<file path="config.mk">
export PLATFORM = sky130hd
export DESIGN_NAME = mmio_stream_port
export DESIGN_NICKNAME = d
export VERILOG_FILES = /design/src/rtl/mmio_stream_port_pkg.sv /design/src/rtl/mmio_stream_port_sync_fifo.sv /design/src/rtl/mmio_stream_port.sv
export SDC_FILE = /design/constraint.sdc
export NUM_CORES = 1
export LEC_CHECK = 0
export ABC_AREA = 1
export BUFFER_PORTS_ARGS = -buffer_cell sky130_fd_sc_hd__buf_2
export CORE_MARGIN = 4
export CORE_UTILIZATION = 59
export CTS_CLUSTER_DIAMETER = 100
export DETAILED_ROUTE_END_ITERATION = 12
export GPL_TIMING_DRIVEN = 0
export PLACE_DENSITY = 0.79
export SETUP_SLACK_MARGIN = 0.1
export SYNTH_ARGS = -nofsm -noshare
export SYNTH_HDL_FRONTEND = slang
export SYNTH_SLANG_ARGS = --single-unit
</file>
<file path="constraint.sdc">
create_clock -name iCLK -period 3.4 [get_ports iCLK]
set_clock_uncertainty 0.15 [all_clocks]
set_input_delay 0.51 -clock iCLK [delete_from_list [all_inputs] [get_ports iCLK]]
set_output_delay 0.51 -clock iCLK [all_outputs]
set_load 0.01 [all_outputs]
</file>
<file path="src/rtl/mmio_stream_port_pkg.sv">
// Shared register map, STATUS/CTRL bit positions and reset constants for mmio_stream_port.
package mmio_stream_port_pkg;

  typedef enum logic [1:0] {
    REG_RXDATA = 2'd0,
    REG_TXDATA = 2'd1,
    REG_STATUS = 2'd2,
    REG_CTRL   = 2'd3
  } regOff_e;

  localparam int unsigned ST_RX_NONEMPTY  = 0;
  localparam int unsigned ST_RX_FULL      = 1;
  localparam int unsigned ST_TX_EMPTY     = 2;
  localparam int unsigned ST_TX_FULL      = 3;
  localparam int unsigned ST_RX_OVR       = 4;
  localparam int unsigned ST_TX_OVF       = 5;
  localparam int unsigned ST_RX_COUNT_LSB = 8;
  localparam int unsigned ST_TX_COUNT_LSB = 16;

  localparam int unsigned CTRL_RX_EN = 0;
  localparam int unsigned CTRL_TX_EN = 1;
  localparam logic [1:0]  CTRL_RESET = 2'b11;

  typedef struct packed {
    logic       rxNonEmpty;
    logic       rxFull;
    logic       txEmpty;
    logic       txFull;
    logic       rxOvr;
    logic       txOvf;
    logic [7:0] rxCount;
    logic [7:0] txCount;
  } status_t;

  function automatic logic [31:0] packStatus(input status_t s);
    logic [31:0] w;
    w = '0;
    w[ST_RX_NONEMPTY]            = s.rxNonEmpty;
    w[ST_RX_FULL]                = s.rxFull;
    w[ST_TX_EMPTY]               = s.txEmpty;
    w[ST_TX_FULL]                = s.txFull;
    w[ST_RX_OVR]                 = s.rxOvr;
    w[ST_TX_OVF]                 = s.txOvf;
    w[ST_RX_COUNT_LSB +: 8]      = s.rxCount;
    w[ST_TX_COUNT_LSB +: 8]      = s.txCount;
    return w;
  endfunction

endpackage

</file>
<file path="src/rtl/mmio_stream_port_sync_fifo.sv">
// Synchronous FIFO with registered full/empty/count, zero head when empty and a
// look-ahead full flag for registered ready generation.
module sync_fifo #(
  parameter int unsigned WIDTH = 8,
  parameter int unsigned DEPTH = 16
) (
  input  logic                     iCLK,
  input  logic                     iRST_N,
  input  logic                     iPush,
  input  logic [WIDTH-1:0]         iData,
  input  logic                     iPop,
  output logic                     oFull,
  output logic                     oEmpty,
  output logic                     oFullNext,
  output logic [$clog2(DEPTH):0]   oCount,
  output logic [WIDTH-1:0]         oHead
);

  localparam int unsigned AW = $clog2(DEPTH);
  localparam logic [AW:0] FULL_COUNT = (AW+1)'(DEPTH);

  logic [WIDTH-1:0] mem [DEPTH];
  logic [AW-1:0]    wrPtr;
  logic [AW-1:0]    rdPtr;
  logic [AW:0]      count;
  logic [AW:0]      countNext;
  logic             pushEff;
  logic             popEff;

  assign oFull   = (count == FULL_COUNT);
  assign oEmpty  = (count == '0);
  // Full/empty are judged on the registered count, so a push to a full FIFO is
  // dropped even when a pop happens in the same cycle.
  assign pushEff = iPush && !oFull;
  assign popEff  = iPop && !oEmpty;

  always_comb begin
    countNext = count;
    case ({pushEff, popEff})
      2'b10:   countNext = count + 1'b1;
      2'b01:   countNext = count - 1'b1;
      default: countNext = count;
    endcase
  end

  assign oFullNext = (countNext == FULL_COUNT);
  assign oCount    = count;
  assign oHead     = oEmpty ? '0 : mem[rdPtr];

  always_ff @(posedge iCLK or negedge iRST_N) begin
    if (!iRST_N) begin
      wrPtr <= '0;
      rdPtr <= '0;
      count <= '0;
    end else begin
      if (pushEff) wrPtr <= wrPtr + 1'b1;
      if (popEff)  rdPtr <= rdPtr + 1'b1;
      count <= countNext;
    end
  end

  always_ff @(posedge iCLK) begin
    if (pushEff) mem[wrPtr] <= iData;
  end

endmodule

</file>
<file path="src/rtl/mmio_stream_port.sv">
// Memory-mapped byte-stream port: RX FIFO read by software loads (pop-once per
// access), TX FIFO filled by software stores and drained to a valid/ready stream.
module mmio_stream_port
  import mmio_stream_port_pkg::*;
#(
  parameter logic [31:0] BASE_ADDR = 32'hFF20_0100,
  parameter int unsigned DEPTH     = 16
) (
  input  logic        iCLK,
  input  logic        iRST_N,
  input  logic        DwReadEnable,
  input  logic        DwWriteEnable,
  input  logic [3:0]  DwByteEnable,
  input  logic [31:0] DwAddress,
  input  logic [31:0] DwWriteData,
  output logic [31:0] DwReadData,
  output logic        oHit,
  input  logic        iRxValid,
  input  logic [7:0]  iRxData,
  output logic        oRxReady,
  output logic        oTxValid,
  output logic [7:0]  oTxData,
  input  logic        iTxReady
);

  localparam int unsigned CW = $clog2(DEPTH) + 1;

  regOff_e     regOff;
  logic        rxRdHit;
  logic        txWr;
  logic        statusWr;
  logic        ctrlWr;

  logic        rxPush;
  logic        rxPop;
  logic        rxFull;
  logic        rxEmpty;
  logic        rxFullNext;
  logic [CW-1:0] rxCount;
  logic [7:0]  rxHead;

  logic        txPop;
  logic        txFull;
  logic        txEmpty;
  logic        txFullNext;
  logic [CW-1:0] txCount;
  logic [7:0]  txHead;

  logic [1:0]  ctrl;
  logic        rxEnNext;
  logic        rxOvr;
  logic        txOvf;
  logic        rxOvrSet;
  logic        txOvfSet;
  logic        rdAct;
  logic        holdValid;
  logic [7:0]  rdHold;
  status_t     status;
  logic        unusedBits;

  assign oHit     = (DwAddress[31:4] == BASE_ADDR[31:4]);
  assign regOff   = regOff_e'(DwAddress[3:2]);
  assign rxRdHit  = oHit && DwReadEnable && (regOff == REG_RXDATA);
  assign txWr     = oHit && DwWriteEnable && DwByteEnable[0] && (regOff == REG_TXDATA);
  assign statusWr = oHit && DwWriteEnable && DwByteEnable[0] && (regOff == REG_STATUS);
  assign ctrlWr   = oHit && DwWriteEnable && DwByteEnable[0] && (regOff == REG_CTRL);

  assign rxPush   = iRxValid && oRxReady;
  assign rxPop    = rxRdHit && !rdAct;
  assign rxOvrSet = iRxValid && ctrl[CTRL_RX_EN] && !oRxReady;
  assign txOvfSet = txWr && txFull;
  assign oTxValid = ctrl[CTRL_TX_EN] && !txEmpty;
  assign oTxData  = txHead;
  assign txPop    = oTxValid && iTxReady;
  assign rxEnNext = ctrlWr ? DwWriteData[CTRL_RX_EN] : ctrl[CTRL_RX_EN];

  sync_fifo #(.WIDTH(8), .DEPTH(DEPTH)) uRxFifo (
    .iCLK      (iCLK),
    .iRST_N    (iRST_N),
    .iPush     (rxPush),
    .iData     (iRxData),
    .iPop      (rxPop),
    .oFull     (rxFull),
    .oEmpty    (rxEmpty),
    .oFullNext (rxFullNext),
    .oCount    (rxCount),
    .oHead     (rxHead)
  );

  sync_fifo #(.WIDTH(8), .DEPTH(DEPTH)) uTxFifo (
    .iCLK      (iCLK),
    .iRST_N    (iRST_N),
    .iPush     (txWr),
    .iData     (DwWriteData[7:0]),
    .iPop      (txPop),
    .oFull     (txFull),
    .oEmpty    (txEmpty),
    .oFullNext (txFullNext),
    .oCount    (txCount),
    .oHead     (txHead)
  );

  // The first cycle of an RXDATA access pops and latches the head; the rest of
  // the access replays the latched word so a stalled load sees a stable value.
  always_ff @(posedge iCLK or negedge iRST_N) begin
    if (!iRST_N) begin
      rdAct     <= 1'b0;
      rdHold    <= '0;
      holdValid <= 1'b0;
    end else begin
      rdAct <= rxRdHit;
      if (rxPop) begin
        rdHold    <= rxHead;
        holdValid <= !rxEmpty;
      end
    end
  end

  always_ff @(posedge iCLK or negedge iRST_N) begin
    if (!iRST_N) begin
      ctrl     <= CTRL_RESET;
      rxOvr    <= 1'b0;
      txOvf    <= 1'b0;
      oRxReady <= 1'b0;
    end else begin
      if (ctrlWr) ctrl <= DwWriteData[1:0];
      rxOvr    <= rxOvrSet || (rxOvr && !(statusWr && DwWriteData[ST_RX_OVR]));
      txOvf    <= txOvfSet || (txOvf && !(statusWr && DwWriteData[ST_TX_OVF]));
      oRxReady <= rxEnNext && !rxFullNext;
    end
  end

  always_comb begin
    status            = '0;
    status.rxNonEmpty = !rxEmpty;
    status.rxFull     = rxFull;
    status.txEmpty    = txEmpty;
    status.txFull     = txFull;
    status.rxOvr      = rxOvr;
    status.txOvf      = txOvf;
    status.rxCount    = 8'(rxCount);
    status.txCount    = 8'(txCount);
  end

  always_comb begin
    DwReadData = '0;
    if (oHit) begin
      unique case (regOff)
        REG_RXDATA: DwReadData = rdAct ? {holdValid, 23'b0, rdHold}
                                       : {!rxEmpty, 23'b0, rxHead};
        REG_TXDATA: DwReadData = '0;
        REG_STATUS: DwReadData = packStatus(status);
        REG_CTRL:   DwReadData = {30'b0, ctrl};
      endcase
    end
  end

  assign unusedBits = ^{DwAddress[1:0], DwByteEnable[3:1], DwWriteData[31:8], txFullNext};

endmodule
</file>
==> results of run 1 <==
==> path summary, 6_finish.rpt <==
check	start	endpoint	slack (ns)	cells after the start
worst min register to register	rdHold[7]	rdHold[7]	0.34	2
worst min-delay path	iRxValid	rxOvr	0.11	3
worst max-delay path	uTxFifo.rdPtr[0]	oTxData[1]	0.14	7
min in group asynchronous	iRST_N	uTxFifo.oCount[1]	0.52	2
max in group asynchronous	iRST_N	uRxFifo.rdPtr[0]	1.89	2
worst max register to register	uRxFifo.oCount[1]	oRxReady	0.28	14
==> tightest hold or removal path: stages <==
cell and delay (ns):
buf_2 0.12, nand2_1 0.06, o21ai_0 0.06
==> per-layer routing <==
metal | part of all wire | vias up | wire, um
li1 | - | 4382 | -
met1 | 0.40 | 4472 | 12500
met2 | 0.47 | 576 | 14600
met3 | 0.11 | 56 | 3470
met4 | 0.019 | 0 | 583
met5 | 0 | - | 0
==> cell type report <==
cell class,instances,area (um^2)
inverter,96,365
tap,280,350
clock buffer,41,833
buffer,63,373
sequential,297,8720
timing repair buffer,86,443
fill,1525,6820
clock inverter,15,190
multi-input combinational,770,3730
==> where the power goes <==
group,internal [uW],total (uW),switching [uW]
sequential,3960,3960,0.0000522
combinational,37.2,127,89.4
clock,2080,3400,1320
total,6080,7480,1410
==> flip-flops by register name, indices dropped and copies added, names as in the netlist, 2 cells and up <==
register        cells
uTxFifo.oCount      5
ctrl                2
rdHold              8
uRxFifo.mem       128
uRxFifo.oCount      5
uTxFifo.rdPtr       4
uTxFifo.mem       128
uRxFifo.rdPtr       4
uTxFifo.wrPtr       4
uRxFifo.wrPtr       4
==> what timing repair did <==
item	4_1_cts	5_1_grt
setup endpoints to repair	0	16
hold endpoints to repair	11	0
resized for setup	0	27
buffers inserted	0	3
hold buffers	1	0
==> cell families (layout without fill, tap and decap cells) <==
group / after synthesis / after routing / share of synthesized area
AO/OA/AOI/OAI: 188 / 188 / 0.0815
XOR/XNOR: 17 / 17 / 0.0114
adder cells (fa/ha/maj): 20 / 20 / 0.0202
buffers and inverters: 159 / 301 / 0.0544
AND/OR/NAND/NOR: 532 / 532 / 0.168
other: 1 / 13 / 0.000286
flip-flops: 297 / 297 / 0.665
==> placed cells by master (no fill, tap or decap), types with 2 or more instances in the layout <==
master     count
a21oi_1       44
bufinv_16      5
xnor2_1        2
fa_1           2
nand3_2        2
nor2_1       179
o211ai_1       5
ha_1          18
buf_6          4
clkbuf_16     31
o21ai_1       10
clkinv_1      10
inv_1         87
xor2_1        15
clkbuf_2      10
clkbuf_8       2
buf_4         22
clkbuf_1      22
nand2_4        2
o21ai_0       91
nor2_4         2
nor3_1        12
nand2_1      263
buf_2         97
edfxtp_1     256
nor2_8         2
nand2_2        6
nand3_1       57
clkinv_2       3
inv_2          5
dfstp_2        2
o21ai_2        5
nand4_1        5
conb_1        13
dfrtp_1       38
o221ai_1      22
o22ai_1        8
==> stage by stage <==
step	cells	hold slack (ns)
finish	1648	0.110
global route	1648	0.110
CTS	1645	0.0854
detailed placement	1588	0.325
global placement	1588	0.308
floorplan	1226	0.0644
==> synth_stat cells (6+ instances only) <==
cell type / instances / area, um^2
nor3_1: 12 / 60.1
xor2_1: 15 / 131
dfrtp_1: 39 / 976
o221ai_1: 22 / 193
a21oi_1: 45 / 225
o21ai_1: 10 / 50.1
clkbuf_1: 24 / 90.1
nand2_1: 263 / 987
o21ai_0: 91 / 455
nand2_2: 6 / 37.5
inv_1: 87 / 327
edfxtp_1: 256 / 7690
nand3_1: 57 / 285
buf_4: 19 / 143
nor2_1: 179 / 672
ha_1: 18 / 225
o22ai_1: 8 / 50.1
buf_2: 17 / 85.1
==> results.json, run 1 <==
{
  "rows": 54,
  "grtUsageMet2": 0.400,
  "crit_path_max_incr_delay_ns": 0.44,
  "peakVddDrop_mv": 0.444,
  "synth-seq-cells": 297,
  "drv_slew": 0,
  "required_ns": 2.74,
  "grt_usage": 0.250,
  "core_area_um2": 21800,
  "worst_pin_slew_ns": 1.03,
  "arrival_ns": 2.60,
  "min_period_ns": 3.26,
  "cpMostUsedCell": "buf_2",
  "wl_mm": 31.2,
  "cp_num_buf_inv": 3,
  "final_core_util": 0.688,
  "maxSlewHeadroom": 0.314,
  "synth_warnings": 0,
  "critPathTopFamily": "buffers and inverters",
  "drc_errors": 0,
  "p_total_uw": 7480,
  "grt_setup_unrepaired": "true",
  "setup_tns_ns": 0,
  "status": "complete, no violations",
  "slowest_stage": "clkbuf_1",
  "end_kind": "output port",
  "htree_num_levels": 1,
  "cp_max_fo": 10,
  "max_cap_viol_count": 0,
  "pre_cts_slack_ns": -0.125,
  "clk_latency_ns": 0.54,
  "die_area_um2": 24700,
  "cellPowerDensity_nw_per_um2": 499,
  "drt_iter0_drc": 1199,
  "diodes": 0,
  "final-setup-viol-count": 0,
  "fin_area_um2": 15000,
  "cts.sinks": 297,
  "vias": 9486,
  "cts_tree": "built",
  "numCtsBuffers": 30,
  "critical_path_class": "reg2out",
  "hpwl_mm": 20.8,
  "critical_path.cell_chain": "buf_2, clkbuf_1, o21ai_0, o221ai_1, nand3_1, a21oi_1, buf_2",
  "gp_congestion": 0.886,
  "port_buffers": 82,
  "start_util": 0.601,
  "gr-usage-met3": 0.0308,
  "synth.avg_cell_area_um2": 10.8,
  "via_per_inst": 5.76,
  "wl_per_cell_um": 18.9,
  "synth_edf_count": 256,
  "dr.pass1.iters": 8,
  "period_share": 0.958,
  "seq_area_frac_synth": 0.665,
  "synthDistinctLibCells": 37,
  "grt_util_met1": 0.371,
  "ant_nets": 0,
  "grt_overflow_total": 0,
  "fmax_mhz": 307,
  "dpl-instance-area_um2": 13900,
  "grt_pass1_vias": 8835,
  "num-nets-final": 1446,
  "clk_pin_slew_ns": 0.06,
  "hold_viol": 0,
  "drive_above_1_share": 0.150,
  "min_path_type": "in2reg",
  "clock_path_buffers": 3,
  "grt_pass1_wl_mm": 48.0,
  "top_usage_layer": "met2",
  "leakage_uw": 0.00613,
  "io_pins": 125,
  "async_reset_ff_frac": 0.138,
  "die_width_um": 157,
  "area_growth_pct": 14.4,
  "clockRootBuffer": "clkbuf_16",
  "grt_max_degree": 42,
  "worst_slack_ns": 0.143,
  "synth_ff_type": "edfxtp_1",
  "die_h_um": 157,
  "syn_area_um2": 13100,
  "start_kind": "register",
  "syn_inst": 1214,
  "antenna_found_initial": 0
}
No activity file was read; power rests on OpenSTA's default activity.
==> run 2, diff against run 1 <==
- CORE_UTILIZATION: 59 -> 60
- PLACE_DENSITY: 0.79 -> 0.81
- clock period: 3.4 -> 4.1 ns (I/O delays scaled with it)
==> run 2 against run 1 <==
Cell count down 0.73%. Sequential cell count is the same. Wire length increased by 0.32%. Count of clock-buffer cells in the layout fell by 1. Utilization up 1.0 points. Combinational power is 17% lower. Register-to-register slack improved by 0.52 ns. Global-route usage up 0.61 points. Critical endpoint is now oTxData[0]. Largest cell class unchanged. Highest routed layer is now met5.
==> results.json, run 2 (synthesis results as in run 1) <==
{
  "status": "complete, no violations",
  "antenna_found_initial": 1,
  "drt_iter0_drc": 1081,
  "gp_congestion": 0.915,
  "final-setup-viol-count": 0,
  "cts_tree": "built",
  "port_buffers": 82,
  "top_usage_layer": "met2",
  "min_path_type": "in2async",
  "end_kind": "output port",
  "grt_pass1_wl_mm": 48.5,
  "clk_pin_slew_ns": 0.06,
  "wl_mm": 31.3,
  "cts_resized": 0,
  "reg_top3": "uRxFifo.mem x128, uTxFifo.mem x128, rdHold x8",
  "cpMostUsedCell": "o21ai_0",
  "grt_max_degree": 42,
  "io_pins": 125,
  "core_area_um2": 21300,
  "numCtsBuffers": 29,
  "multi_input_area_um2": 3730,
  "leakage_uw": 0.00603,
  "setup_tns_ns": 0,
  "cp_max_fo": 10,
  "worst_pin_slew_ns": 0.991,
  "clk_latency_ns": 0.54,
  "grtUsageMet2": 0.396,
  "peakVddDrop_mv": 0.319,
  "min_period_ns": 3.57,
  "clock_path_buffers": 3,
  "dp_cells": 1583,
  "cellPowerDensity_nw_per_um2": 404,
  "die_area_um2": 24300,
  "crit_path_max_incr_delay_ns": 0.49,
  "dpl-instance-area_um2": 13900,
  "grt_usage": 0.256,
  "critical_path.cell_chain": "inv_1, clkbuf_1, o21ai_0, o22ai_1, o21ai_0, a21oi_1, buf_2",
  "ant_nets": 0,
  "slowest_stage": "dfrtp_1",
  "dr.pass1.iters": 7,
  "final_cell_mix": "263 x nand2_1, 256 x edfxtp_1, 179 x nor2_1",
  "start_util": 0.616,
  "rows": 53,
  "arrival_ns": 2.81,
  "cts.sinks": 297,
  "maxSlewHeadroom": 0.337,
  "fin_area_um2": 14800,
  "grt_util_met1": 0.365,
  "drc_errors": 0,
  "hold_viol": 0,
  "fmax_mhz": 280,
  "critical_path_class": "reg2out",
  "grt_setup_unrepaired": "false",
  "die_h_um": 156,
  "final_cells": 1636,
  "num-nets-final": 1441,
  "clockRootBuffer": "clkbuf_16",
  "hpwl_mm": 20.8,
  "htree_num_levels": 1,
  "max_cap_viol_count": 0,
  "wl_per_cell_um": 19.1,
  "required_ns": 3.34,
  "grt_overflow_total": 0,
  "period_share": 0.871,
  "area_growth_pct": 13.2,
  "vias": 9502,
  "drive_above_1_share": 0.143,
  "via_per_inst": 5.81,
  "post_cts_buffers": 0,
  "grt_pass1_vias": 9294,
  "die_width_um": 156,
  "cts_hold_buf": 0,
  "seq_area_um2": 8720,
  "start_kind": "register",
  "mostFrequentLayoutCell": "nand2_1",
  "fillerInstances": 1434,
  "diodes": 0,
  "drv_slew": 0,
  "gr-usage-met3": 0.0571
}
## run 2: cell types whose count changed in the layout (fill, tap and decap cells not counted), moves of 2 or more
cell	previous run	this run
clkbuf_16	31	29
buf_2	97	99
clkinvlp_4	1	4
buf_4	22	19
clkbuf_1	22	31
clkinv_1	10	3
bufinv_16	5	2
clkbuf_2	10	0
clkinv_2	3	7
clkbuf_8	2	4
## run 2: path summary, 6_finish.rpt
check | startpoint | to | slack, ns | cells past startpoint
min in group iCLK | iRxValid | rxOvr | 0.19 | 3
max in group asynchronous | iRST_N | uRxFifo.wrPtr[1] | 3.11 | 1
min | iRST_N | uTxFifo.oCount[3] | 0.08 | 1
max reg2reg | uRxFifo.oCount[1] | oRxReady | 0.80 | 14
max | uTxFifo.rdPtr[1] | oTxData[0] | 0.53 | 7
min reg2reg | rdHold[7] | rdHold[7] | 0.34 | 2
## run 2: critical path: cells and delay by family (launching register included)
family | cells | cell delay (ns)
DFF | 1 | 0.49
AOI/OAI and AO/OA | 4 | 0.90
buffers and inverters | 3 | 0.86
## run 2: area by class of cell
| class | count | area share |
|---|---|---|
| inverters | 96 | 0.0244 |
| multi-input cells | 770 | 0.251 |
| clock inverters | 13 | 0.00868 |
| plain buffers | 63 | 0.0237 |
| clock buffers | 40 | 0.0543 |
| well taps | 275 | 0.0232 |
| flip-flops and latches | 297 | 0.587 |
| repair buffers | 82 | 0.0276 |
## run 2: power breakdown
| part | switching (uW) | total (uW) | internal, uW |
|---|---|---|---|
| Combinational | 74.3 | 105 | 30.2 |
| Clock | 1110 | 2620 | 1500 |
| Sequential | 0.0000440 | 3280 | 3280 |
| Total | 1190 | 6000 | 4810 |
## run 2: metal layers
layer / part of all wire / up-vias
met1: 0.39 / 4435
met5: 0.00022 / -
met2: 0.46 / 599
met4: 0.029 / 2
li1: - / 4377
met3: 0.13 / 89
## run 2: stage by stage
| step | hold WS (ns) | util | total power, uW | setup slack [ns] |
|---|---|---|---|---|
| 4_1_cts | 0.0907 | 0.698 | 6010 | 0.614 |
| 6_report | 0.0776 | 0.698 | 6000 | 0.529 |
| 3_3_place_gp | 0.309 | 0.654 | 3450 | 0.604 |
| 5_1_grt | 0.131 | 0.698 | 6150 | 0.395 |
| 2_1_floorplan | 0.169 | - | 3370 | 1.10 |
| 3_5_place_dp | 0.322 | 0.654 | 3450 | 0.510 |
==> run 3, diff against run 2 <==
- SYNTH_HIERARCHICAL: unset -> 1
==> run 3 against run 2 <==
Sequential share of layout area shrank 0.29 points. Synthesized area grew 0.65%. Design area grew 0.49%. Sequential cell count is the same. Combinational power grew to 22 times the previous value. Critical endpoint is now DwReadData[1]. Count of clock-buffer cells in the layout shrank 2. Worst hold slack lost 0.0027 ns. Sequential power grew 12%. Wire length grew 7.9%.
==> results.json, run 3 <==
{
  "status": "complete, no violations",
  "mostFrequentLayoutCell": "edfxtp_1",
  "critical_path.cell_chain": "buf_2, buf_2, o21ai_0, o221ai_1, nand3_1, a21oi_1, nor2_1, nor2_1, o21ai_0, a31oi_1, buf_2",
  "ant_nets": 0,
  "die_h_um": 156,
  "hpwl_mm": 22.1,
  "r2r-start": "uTxFifo/oCount[0]",
  "grt_usage": 0.270,
  "syn_inst": 1174,
  "p_int_uw": 5650,
  "via_per_inst": 6.17,
  "numCtsBuffers": 28,
  "grt_overflow_total": 0,
  "period_share": 0.965,
  "p_seq_frac": 0.433,
  "path_depth": 11,
  "combPwrFrac": 0.269,
  "final_cell_mix": "256 x edfxtp_1, 219 x nor2_1, 129 x nand2_1",
  "grt_pass1_vias": 9229,
  "wl_per_cell_um": 21.2,
  "min_path_type": "in2async",
  "p_sw_frac": 0.333,
  "reg_top3": "uRxFifo/mem x128, uTxFifo/mem x128, rdHold x8",
  "cpMostUsedCell": "buf_2",
  "grt_pass1_wl_mm": 51.0,
  "port_buffers": 82,
  "io_pins": 125,
  "syn_area_um2": 13200,
  "clockRootBuffer": "clkbuf_16",
  "clock_power_share": 0.298,
  "cp_max_fo": 10,
  "grt_setup_unrepaired": "true",
  "clk_latency_ns": 0.55,
  "start_kind": "register",
  "cp_num_buf_inv": 3,
  "area_growth_pct": 13.1,
  "p_switching_uw": 2820,
  "fmax_mhz": 253,
  "vias": 9840,
  "seq_area_um2": 8720,
  "arrival_ns": 3.19,
  "required_ns": 3.34,
  "drv_slew": 0,
  "start_util": 0.618,
  "peakVddDrop_mv": 0.488,
  "wl_mm": 33.7,
  "final-setup-viol-count": 0,
  "gp_congestion": 0.949,
  "core_area_um2": 21400,
  "setup_tns_ns": 0,
  "cellPowerDensity_nw_per_um2": 568,
  "rr_worst_depth": 18,
  "worst_slack_ns": 0.144,
  "critPathTopFamily": "compound AO/OA/AOI/OAI gates",
  "fin_area_um2": 14900,
  "drt_iter0_drc": 1422,
  "r2r-end": "uTxFifo/oCount[4]",
  "clock_path_buffers": 3,
  "fillerInstances": 1477,
  "dpl-instance-area_um2": 14000,
  "synth.avg_cell_area_um2": 11.2,
  "htree_num_levels": 1,
  "maxSlewHeadroom": 0.331,
  "holdWs_ns": 0.0748,
  "crit_path_start": "uRxFifo/rdPtr[0]",
  "end_kind": "output port",
  "dr.pass1.iters": 5,
  "multi_input_area_um2": 3910,
  "cts_tree": "built",
  "synth_warnings": 6,
  "min_period_ns": 3.96,
  "rows": 53,
  "cts.sinks": 297,
  "leakage_uw": 0.00563,
  "slowest_stage": "dfrtp_1",
  "die_width_um": 156,
  "worst_pin_slew_ns": 1.00,
  "ff2ff_setup_slack_ns": 1.01,
  "clk_pin_slew_ns": 0.06,
  "pre_cts_slack_ns": 0.503,
  "critical_path_class": "reg2out",
  "antenna_found_initial": 0,
  "max_cap_viol_count": 0,
  "drive_above_1_share": 0.184,
  "hold_viol": 0,
  "drc_errors": 0,
  "die_area_um2": 24400,
  "crit_path_max_incr_delay_ns": 0.42,
  "num-nets-final": 1393,
  "grt_max_degree": 42
}
-- run 3: cell count changes in the layout (fill, tap and decap cells not counted), sizes merged, moves of 15 or more --
cell / delta
a21oi: -15
nand2: -129
nor2: +60
o21ai: +44
inv: -19
o221ai: +22
-- run 3: through the flow --
step | cells | total power (uW) | util
2_1_floorplan | 1186 | 5140 | -
3_3_place_gp | 1543 | 5820 | 0.656
3_5_place_dp | 1543 | 5920 | 0.656
4_1_cts | 1594 | 8420 | 0.698
5_1_grt | 1593 | 8830 | 0.699
6_report | 1594 | 8470 | 0.699
-- run 3: power groups by stage --
stage	registers [uW]	logic [uW]	clock network, uW
6_report	3670	2280	2520
5_1_grt	3690	2470	2680
4_1_cts	3670	2220	2540
3_5_place_dp	3730	2190	0
3_3_place_gp	3720	2100	0
2_1_floorplan	3680	1460	0
-- run 3: layout make-up --
cell class | count | area share
diodes | 1 | 0.000168
plain buffers | 66 | 0.0226
clock buffers | 38 | 0.0522
clock inverters | 13 | 0.00872
inverters | 75 | 0.0194
multi-input cells | 747 | 0.262
flip-flops and latches | 297 | 0.584
well taps | 275 | 0.0231
repair buffers | 82 | 0.0275
-- run 3: metal layers --
metal  global-route usage  vias to the layer above  share of wire
li1                     -                     4379              -
met1                0.398                     4665           0.38
met2                0.427                      703           0.47
met3               0.0401                       93           0.13
met4               0.0752                        0          0.027
met5                    0                        -              0
-- run 3: worst max path at each step --
stage	endpoint
after global routing	DwReadData[0]
after detailed placement	uTxFifo/mem[7][4]
after global placement	uTxFifo/mem[7][2]
after floorplan	uTxFifo/oCount[4]
final	DwReadData[1]
after CTS	DwReadData[5]
-- run 3: repair_timing --
| action | 4_1_cts | 5_1_grt |
|---|---|---|
| setup endpoints to repair | 0 | 6 |
| gates resized for setup | 0 | 21 |
| buffers inserted | 0 | 0 |
| hold buffers | 0 | 0 |
